$ cat src/rtl/sipo_ctrl_pkg.sv
// Shared definitions for the serial-in/parallel-out frame controller.
//   state_e      : controller state encoding (IDLE, SHIFT, PARITY, DONE)
//   DefaultDataW : default frame payload width
//   cnt_width()  : bit-counter width able to hold the value DATA_W
package sipo_ctrl_pkg;

  localparam int unsigned DefaultDataW = 8;

  typedef enum logic [1:0] {
    StIdle   = 2'd0,
    StShift  = 2'd1,
    StParity = 2'd2,
    StDone   = 2'd3
  } state_e;

  function automatic int unsigned cnt_width(input int unsigned data_w);
    return $clog2(data_w + 1);
  endfunction

endpackage

$ cat src/rtl/sipo_shift_core.sv
// Generic left-shifting serial-in/parallel-out register.
//   clk       : system clock
//   rst       : asynchronous active-low reset, clears q
//   shift_en  : shift serial_in into the LSB this cycle
//   serial_in : serial data bit
//   q         : register contents, first-shifted bit ends up in the MSB
module sipo_shift_core
  import sipo_ctrl_pkg::*;
#(
  parameter int unsigned DATA_W = DefaultDataW
) (
  input  logic              clk,
  input  logic              rst,
  input  logic              shift_en,
  input  logic              serial_in,
  output logic [DATA_W-1:0] q
);

  always_ff @(posedge clk or negedge rst) begin
    if (!rst) begin
      q <= '0;
    end else if (shift_en) begin
      q <= {q[DATA_W-2:0], serial_in};
    end
  end

endmodule

$ cat src/rtl/sipo_frame_ctrl.sv
// Frame controller sequencing a SIPO shifter into a one-entry valid/ready buffer.
// Optional build macro: SIPO_PARITY_CHECK_EN adds a trailing even-parity bit per
// frame and the parity_err output.
//   clk, rst            : clock, asynchronous active-low reset
//   start               : arms a capture (ignored while busy)
//   abort               : drop the frame in progress, highest priority
//   bit_en, serial_in   : qualified serial bit strobe and data
//   frame_data/valid    : captured word (first bit in MSB) and its valid flag
//   frame_ready         : consumer accepts on frame_valid & frame_ready
//   busy                : controller is not idle
//   overrun, clr_overrun: sticky dropped-frame flag and its clear
//   parity_err          : (macro only) parity result held alongside frame_data
module sipo_frame_ctrl
  import sipo_ctrl_pkg::*;
#(
  parameter int unsigned DATA_W = DefaultDataW
) (
  input  logic              clk,
  input  logic              rst,
  input  logic              start,
  input  logic              abort,
  input  logic              bit_en,
  input  logic              serial_in,
  output logic [DATA_W-1:0] frame_data,
  output logic              frame_valid,
  input  logic              frame_ready,
  output logic              busy,
  output logic              overrun,
`ifdef SIPO_PARITY_CHECK_EN
  output logic              parity_err,
`endif
  input  logic              clr_overrun
);

  localparam int unsigned CNT_W = cnt_width(DATA_W);
  localparam logic [CNT_W-1:0] LastCnt = CNT_W'(DATA_W - 1);

  state_e            state_q;
  logic [CNT_W-1:0]  cnt_q;
  logic [DATA_W-1:0] shreg;
  logic [DATA_W-1:0] data_q;
  logic              valid_q;
  logic              overrun_q;
  logic              shift_en;
  logic              buf_load;
  logic              buf_drop;
  logic              buf_take;

`ifdef SIPO_PARITY_CHECK_EN
  logic par_err_q;     // parity result of the frame awaiting DONE
  logic parity_err_q;  // buffered copy, travels with data_q
`endif

  sipo_shift_core #(
    .DATA_W (DATA_W)
  ) u_shift_core (
    .clk       (clk),
    .rst       (rst),
    .shift_en  (shift_en),
    .serial_in (serial_in),
    .q         (shreg)
  );

  always_comb begin
    shift_en = (state_q == StShift) && bit_en && !abort;
    // Abort suppresses the DONE transfer; a consumer handshake still completes.
    buf_load = (state_q == StDone) && !abort && (!valid_q || frame_ready);
    buf_drop = (state_q == StDone) && !abort && valid_q && !frame_ready;
    buf_take = valid_q && frame_ready;
  end

  // Controller FSM and bit counter.
  always_ff @(posedge clk or negedge rst) begin
    if (!rst) begin
      state_q   <= StIdle;
      cnt_q     <= '0;
`ifdef SIPO_PARITY_CHECK_EN
      par_err_q <= 1'b0;
`endif
    end else if (abort) begin
      state_q <= StIdle;
      cnt_q   <= '0;
    end else begin
      unique case (state_q)
        StIdle: begin
          if (start) begin
            state_q <= StShift;
            cnt_q   <= '0;
          end
        end
        StShift: begin
          if (bit_en) begin
            cnt_q <= cnt_q + CNT_W'(1);
            if (cnt_q == LastCnt) begin
`ifdef SIPO_PARITY_CHECK_EN
              state_q <= StParity;
`else
              state_q <= StDone;
`endif
            end
          end
        end
        StParity: begin
`ifdef SIPO_PARITY_CHECK_EN
          if (bit_en) begin
            // Even parity: data bits XOR parity bit must be zero.
            par_err_q <= ^shreg ^ serial_in;
            state_q   <= StDone;
          end
`else
          state_q <= StIdle;
`endif
        end
        StDone: begin
          state_q <= StIdle;
        end
        default: state_q <= StIdle;
      endcase
    end
  end

  // One-entry output buffer and sticky overrun flag.
  always_ff @(posedge clk or negedge rst) begin
    if (!rst) begin
      data_q       <= '0;
      valid_q      <= 1'b0;
      overrun_q    <= 1'b0;
`ifdef SIPO_PARITY_CHECK_EN
      parity_err_q <= 1'b0;
`endif
    end else begin
      if (buf_load) begin
        data_q       <= shreg;
        valid_q      <= 1'b1;
`ifdef SIPO_PARITY_CHECK_EN
        parity_err_q <= par_err_q;
`endif
      end else if (buf_take) begin
        valid_q <= 1'b0;
      end

      // A fresh overrun wins over a simultaneous clear.
      if (buf_drop) begin
        overrun_q <= 1'b1;
      end else if (clr_overrun) begin
        overrun_q <= 1'b0;
      end
    end
  end

  assign frame_data  = data_q;
  assign frame_valid = valid_q;
  assign busy        = (state_q != StIdle);
  assign overrun     = overrun_q;
`ifdef SIPO_PARITY_CHECK_EN
  assign parity_err  = parity_err_q;
`endif

endmodule
$ cat config.mk
export PLATFORM = sky130hd
export DESIGN_NAME = sipo_frame_ctrl
export DESIGN_NICKNAME = d
export VERILOG_FILES = /design/src/rtl/sipo_ctrl_pkg.sv /design/src/rtl/sipo_shift_core.sv /design/src/rtl/sipo_frame_ctrl.sv
export SDC_FILE = /design/constraint.sdc
export NUM_CORES = 1
export LEC_CHECK = 0
export ABC_AREA = 1
export CAP_MARGIN = 20
export CORE_UTILIZATION = 45
export DETAILED_ROUTE_END_ITERATION = 8
export GPL_TIMING_DRIVEN = 0
export HOLD_SLACK_MARGIN = 0.03
export PLACE_DENSITY = 0.74
export SLEW_MARGIN = 20
export SYNTH_ARGS = -nofsm -noshare
export SYNTH_HDL_FRONTEND = slang
export SYNTH_SLANG_ARGS = --single-unit
$ cat constraint.sdc
create_clock -name clk -period 1.45 [get_ports clk]
set_input_delay 0.29 -clock clk [delete_from_list [all_inputs] [get_ports clk]]
set_output_delay 0.29 -clock clk [all_outputs]
set_load 0.01 [all_outputs]
==> Word level (Yosys, flattened, before mapping) <==
Index checks and enable logic that the tools add are counted.
{ "word_totals": {"inputBits": 8, "word_cells": 46, "register_bits": 24, "out_inout_bits": 11} }
{ "op_classes": {"eq_ne": 7, "reduce_logical": 19, "addsub": 1, "muxes": 13} }
{ "ops": {"columns": ["operator", "count"], "rows": [
  ["2-to-1 mux 4 bit", 3],
  ["2-to-1 mux 2 bit", 4],
  ["one-hot mux 4 bit (2 select lines)", 1],
  ["logical AND 1 bit", 7],
  ["inequality test 3 bit, second input constant", 2],
  ["one-hot mux 2 bit (3 select lines)", 1],
  ["AND reduction 3 bit", 2],
  ["nonzero test 2 bit", 3],
  ["adder 4 x 1 -> 4 bit, second input constant", 1],
  ["== test 2 bit, second input constant", 2],
  ["== test 4 x 3 -> 1 bit, second input constant", 1],
  ["2-to-1 mux 1 bit", 4],
  ["zero test 1 bit", 3],
  ["inequality test 3 x 2 -> 1 bit, second input constant", 1],
  ["nonzero test 3 bit", 1],
  ["== test 2 x 1 -> 1 bit, second input constant", 1],
  ["zero test 2 bit", 1],
  ["OR reduction 2 bit", 1],
  ["logical OR 1 bit", 1]
]} }

==> Logic depth before layout (Yosys ltp) <==
Gate-level depths: netlist of the first run.
{ "depth": {"ltp_word": 5, "depth_mapped": 7, "depth_no_buf": 7} }

==> By module <==
Synthesis of the first run repeated with hierarchy kept, for this count alone.
{ "unflattened": {"cells_unflattened": 123, "hier_area_um2": 1096.1} }
{ "by_module_without_submodules": {"columns": ["mod", "n_inst", "seq_area_each_um2", "area_each_um2", "cells_per_inst"], "rows": [
  ["sipo_frame_ctrl", 1, 400.4, 790.8, 89],
  ["sipo_shift_core", 1, 200.2, 305.3, 34]
]} }

==> Worst setup path before layout of the first run <==
No wires, ideal clock.
{ "synth_timing": {"path_type": "register to register", "start": "register state_q[1]", "end": "register u_shift_core.q[0]", "setup_slack_ns": 0.336, "path_buffers": 1, "setup_time_ns": 0.126, "stages_incl_launch_ff": 6, "required_ns": 1.324, "arrival_time_ns": 0.987, "period_less_slack_ns": 1.114, "cell_sequence": "dfrtp_1 > nor2_2 > nand2_2 > nor2_8 > buf_8 > o21ai_0"} }
{ "synth_between": {"elab_chain_cells": 3} }
{ "synth_lines": {"columns": ["element", "line_no", "rtl"], "rows": [
  ["from (decl)", "sipo_frame_ctrl.sv:38", "state_e state_q;"],
  ["from (signal assigned)", "sipo_frame_ctrl.sv:75", "state_q <= StIdle;"],
  ["from (signal assigned)", "sipo_frame_ctrl.sv:81", "state_q <= StIdle;"],
  ["from (signal assigned)", "sipo_frame_ctrl.sv:87", "state_q <= StShift;"],
  ["== test 2 x 1 -> 1 bit", "sipo_frame_ctrl.sv:65", "shift_en = (state_q == StShift) && bit_en && !abort;"],
  ["logical AND 1 bit (2 in a row)", "sipo_frame_ctrl.sv:65", null],
  ["to (signal assigned)", "sipo_shift_core.sv:23", "q <= {q[DATA_W-2:0], serial_in};"],
  ["to (decl)", "sipo_shift_core.sv:16", "output logic [DATA_W-1:0] q"]
]} }
Every way passes these cells.
A chain may end at the register's enable or synchronous reset.

==> Final worst setup path of the first run <==
Same ends and word-level chain as after synthesis.

==> results.ini, run 1 <==
[run_status]
status=complete, no violations

[worst_setup_path]
path_cells=buf_4 > nor2_2 > nand2_2 > nor2_8 > buf_8 > o21ai_0
critPathArrivalTime_ns=1.55
critPathBufInv=2
slowest_delay_ns=0.40
crit_family=simple AND/OR/NAND/NOR gates
critPathLaunchType=flop
ff2ff_path_depth=6
worstPathMaxFanout=10
crit_cells=6
slowest_stage=dfrtp_1
crit_path_end_kind=flop
path_class=reg -> reg
cp_data_required_time_ns=1.66

[power]
p_per_area_nw_per_um2=1010
p_total_mw=1.38
seq_power_share_pct=54.2
p_sw_uw=323
power.share.clock_pct=35.0
p_leak_nw=0.724
swShare_pct=23.4
intPower_mw=1.06
peakVddDrop_mv=0.674
p_comb_share_pct=10.8

[job]
cap_violations=0

[sta]
skew_ns=0.00501
worst_slack_ns=0.112
finalHoldViolCount=0
worst_slew_pin_slew_ns=0.537
rsz0062_at_grt=no
max_freq_ghz=0.747
slew_viol_final=0
setup_viol=0
fin_crit_ns=1.34
maxSlewHeadroom_pct=64.2
post-route-period-util_pct=92.3
fin_hold_ws_ns=0.464
tns_ns=0

[synth]
syn_inst=110
syn_area_um2=1060
synth_top_cell_by_area=dfrtp_1
synth-async-reset-ratio_pct=100
synth_common_cells=32 x nand2_1, 24 x dfrtp_1, 15 x inv_1
avgSynthCellArea_um2=9.68
synth_top_area_share_pct=56.4
yosys_warnings=0
seq_area_frac_synth_pct=56.4
synthTopCellsByArea=dfrtp_1 56%, nand2_1 11%, o21ai_2 6.6%
ys_types=22
yosys_register_bits=24
synth_ff_type=dfrtp_1
post-synth-top-count-cell=nand2_1
synth_edf_count=0
syn_nets=119

[grt]
gr-total-overflow=0
antenna_found_initial=0
grt_use_met1_pct=22.7
grt_pass1_wl_mm=3.43
grtUsageMet2_pct=30.0
gr-usage-met3_pct=2.12
track_usage_pct=18.2
grt-busiest-layer=met2
grt_max_degree=25
grt_pass1_vias=785

[drt]
vias_per_cell=4.70
drtAntennaViolNets=0
drt_wl_total_mm=1.89
first_iter_violations=7
drcViolationCount=0
wire_per_inst_um=11.4
vias=780
first_pass_iters=3

[die]
ios=19
initial_core_util_pct=48.1
rows=17
die_area_um2=2560
core_area_um2=2210
die_h_um=50.6
fp.dieW_um=50.6

[placement]
dp.cells=156
port_buffers=18
finalWeightedCongestion=0.779
place_area_um2=1280
post-dp-hpwl_mm=1.30
pre_cts_ws_ns=-0.161

[finish]
area_delta_synth_final_pct=28.7
layout-drive-gt1-share_pct=20.3
postLayoutCoreUtil_pct=61.9
fin_cells=166
nets=148
fin_area_um2=1370
diodes=0

[clock_network]
tritoncts=built
insertion_delay_ns=0.32
clock_path_buffers=2
clk_pin_slew_worst_paths_ns=0.13
cts_inserted_buffers=3
htree_levels=1
root_buffer=clkbuf_4
clkSinkCount=24

[worst_hold_path]
min_path_type=in -> async

-- layout by cell type, fill, tap and decap left out, drive strengths merged --
master         count
nor2               4
inv               16
or2                1
dlygate4sd2       10
nand3b             1
dfrtp             24
bufinv             1
ha                 1
dlygate4sd3        1
a21oi              1
xnor2              1
buf                8
nand2             35
o21ai             19
clkdlybuf4s50      6
nand3              4
clkbuf             4
o21a               1
-- cell type report --
type	count	area [um2]
fill	202	842
sequential	24	601
multi-input combinational	68	378
timing repair buffer	24	218
inverter	16	60.1
tap	28	35.0
clock inverter	1	30.0
buffer	2	26.3
clock buffer	3	22.5
-- registers in the layout, summed over array words and instances, names as in the netlist --
signal and count:
frame_data 8, u_shift_core.q 8, cnt_q 4, state_q 2, frame_valid 1, overrun 1
-- per-layer routing --
metal  wire (um)  part of all wire (%)
met2         880                    47
met1         910                    48
met4          30                   1.6
met5           0                     0
met3          69                   3.7
-- power groups by stage --
stage | Clock, mW | Combinational (mW) | Sequential [mW]
after floorplan | 0 | 0.0910 | 0.758
after global placement | 0 | 0.139 | 0.763
after detailed placement | 0 | 0.145 | 0.764
after CTS | 0.496 | 0.149 | 0.749
after global routing | 0.526 | 0.173 | 0.758
final | 0.484 | 0.150 | 0.750
-- final timing paths --
kind,slack [ns],end,startpoint
worst min register to register,0.49,frame_data[5],frame_data[5]
max in group asynchronous,0.63,cnt_q[1],rst
worst min-delay path,0.46,overrun,rst
worst max register to register,0.11,u_shift_core.q[0],state_q[1]
worst max-delay path,0.11,u_shift_core.q[0],state_q[1]
min in group clk,0.49,frame_data[5],frame_data[5]
-- what timing repair did --
| action | 4_1_cts | 5_1_grt |
|---|---|---|
| buffers inserted | 4 | 1 |
| endpoints found under the hold margin | 0 | 24 |
| pin swaps | 0 | 1 |
| hold buffers | 0 | 1 |
| resized for setup | 12 | 1 |
| endpoints found under the setup margin | 11 | 6 |
-- logic make-up (layout without fill, tap and decap cells) --
logic type	after synthesis	after routing	share of synthesized area [%]
and+or+nand+nor	45	45	20.6
xor gates and xnor gates	1	1	0.823
adders and majority gates	1	1	1.17
buffers and inverters	18	46	8.11
AOI/OAI and AO/OA	21	21	12.9
DFF	24	24	56.4
No activity file was read; power rests on OpenSTA's default activity.
==> run 2: changes to the inputs <==
Settings changed: CORE_MARGIN set to 5, TNS_END_PERCENT set to 50.
==> results.ini, run 2 (same netlist as run 1, synthesis figures left out) <==
[power]
seq_power_share_pct=59.8
p_leak_nw=0.719
swShare_pct=25.2
peakVddDrop_mv=0.669
intPower_uw=935
power.share.clock_pct=27.9
p_total_mw=1.25
p_sw_uw=316
p_per_area_nw_per_um2=928
p_comb_share_pct=12.3

[grt]
gr-total-overflow=0
grt_pass1_vias=803
grt_max_degree=25
track_usage_pct=13.5
antenna_found_initial=0
grt_pass1_wl_mm=3.55

[finish]
area_delta_synth_final_pct=26.7
regArea_um2=601
layout-drive-gt1-share_pct=20.9
mostFrequentLayoutCell=nand2_1
fin_cells=167
nets=149
fillers=210
fin_area_um2=1350
postLayoutCoreUtil_pct=60.4
multiInputGateArea_um2=378
layout_common_cells=32 x nand2_1, 24 x dfrtp_1, 15 x inv_1
diodes=0

[die]
ios=19
die_h_um=58.6
fp.dieW_um=58.6
initial_core_util_pct=47.7
rows=17
core_area_um2=2230
die_area_um2=3440

[clock_network]
cts_inserted_buffers=3
clock_path_buffers=2
htree_levels=1
clkSinkCount=24
tritoncts=built
insertion_delay_ns=0.31
clk_pin_slew_worst_paths_ns=0.13
root_buffer=clkbuf_4

[worst_setup_path]
critPathArrivalTime_ns=1.60
cp_data_required_time_ns=1.69
crit_path_end_kind=flop
path_class=reg -> reg
critPathLaunchType=flop
worstPathMaxFanout=6

[drt]
first_pass_iters=4
dr_wl_met2_um=970
wire_per_inst_um=11.8
drtAntennaViolNets=0
vias_per_cell=4.78
drt_wl_total_mm=1.97
top_layer_used=met4
drcViolationCount=0
route.layer.met1.wl_um=891
met3_wirelength_um=87
first_iter_violations=11
vias=798

[sta]
worst_slew_pin_slew_ns=0.533
setup_viol=0
skew_ns=0.00225
maxSlewHeadroom_pct=64.5
slew_viol_final=0
max_freq_ghz=0.732
fin_hold_ws_ns=0.463
worst_slack_ns=0.0844
tns_ns=0
fin_crit_ns=1.37
post-route-period-util_pct=94.2
finalHoldViolCount=0

[placement]
port_buffers=18
place_area_um2=1280
pre_cts_ws_ns=-0.136
dp.cells=156
post-dp-hpwl_mm=1.39
finalWeightedCongestion=0.731

[run_status]
status=complete, no violations

[job]
cap_violations=0

[worst_hold_path]
min_path_type=in -> async

-- run 2: cell types whose count changed in the layout (fill, tap and decap cells not counted), sizes merged --
cell and delta:
buf +1, clkbuf +1, bufinv -1
-- run 2: routing by layer --
metal | global-route usage (%) | up-vias
met5 | 0 | -
met3 | 3.29 | 4
met4 | 6.80 | 0
met1 | 17.3 | 378
li1 | - | 401
met2 | 21.1 | 15
-- run 2: power by group through the flow --
stage	Combinational, mW	Sequential (mW)	Clock, mW
after global routing	0.179	0.756	0.386
after global placement	0.140	0.762	0
after CTS	0.150	0.749	0.366
after floorplan	0.0910	0.758	0
final	0.154	0.748	0.350
after detailed placement	0.145	0.764	0
-- run 2: final cells by class --
class                           instances  area share, %
Timing Repair Buffer                   25           15.8
Clock buffer                            4           2.69
Buffer                                  2           1.95
Tap cell                               28           2.60
Sequential cell                        24           44.5
Inverter                               16           4.45
Multi-Input combinational cell         68           28.0
-- run 2: worst max-delay path, cell delays in order (launching register included) --
cell	delay (ns)
dfrtp_1	0.40
buf_4	0.14
nor2_2	0.19
nand2_2	0.13
nor2_8	0.17
buf_4	0.13
nand2_1	0.05
o21ai_0	0.08
-- run 2: final timing paths --
kind | start | to | slack, ns | cells past startpoint
setup / recovery | state_q[1] | u_shift_core.q[4] | 0.08 | 7
hold / removal | rst | frame_data[6] | 0.46 | 2
setup reg to reg | state_q[1] | u_shift_core.q[4] | 0.08 | 7
hold reg to reg | frame_data[5] | frame_data[5] | 0.49 | 2
max in group asynchronous | rst | overrun | 0.63 | 2
min in group clk | frame_data[5] | frame_data[5] | 0.49 | 2
-- run 2: timing repair --
item	in CTS	in global routing
pin swaps	0	1
resized for setup	12	1
buffers inserted	2	4
endpoints found under the hold margin	0	24
hold buffers	0	1
endpoints found under the setup margin	11	5
cloned	0	0
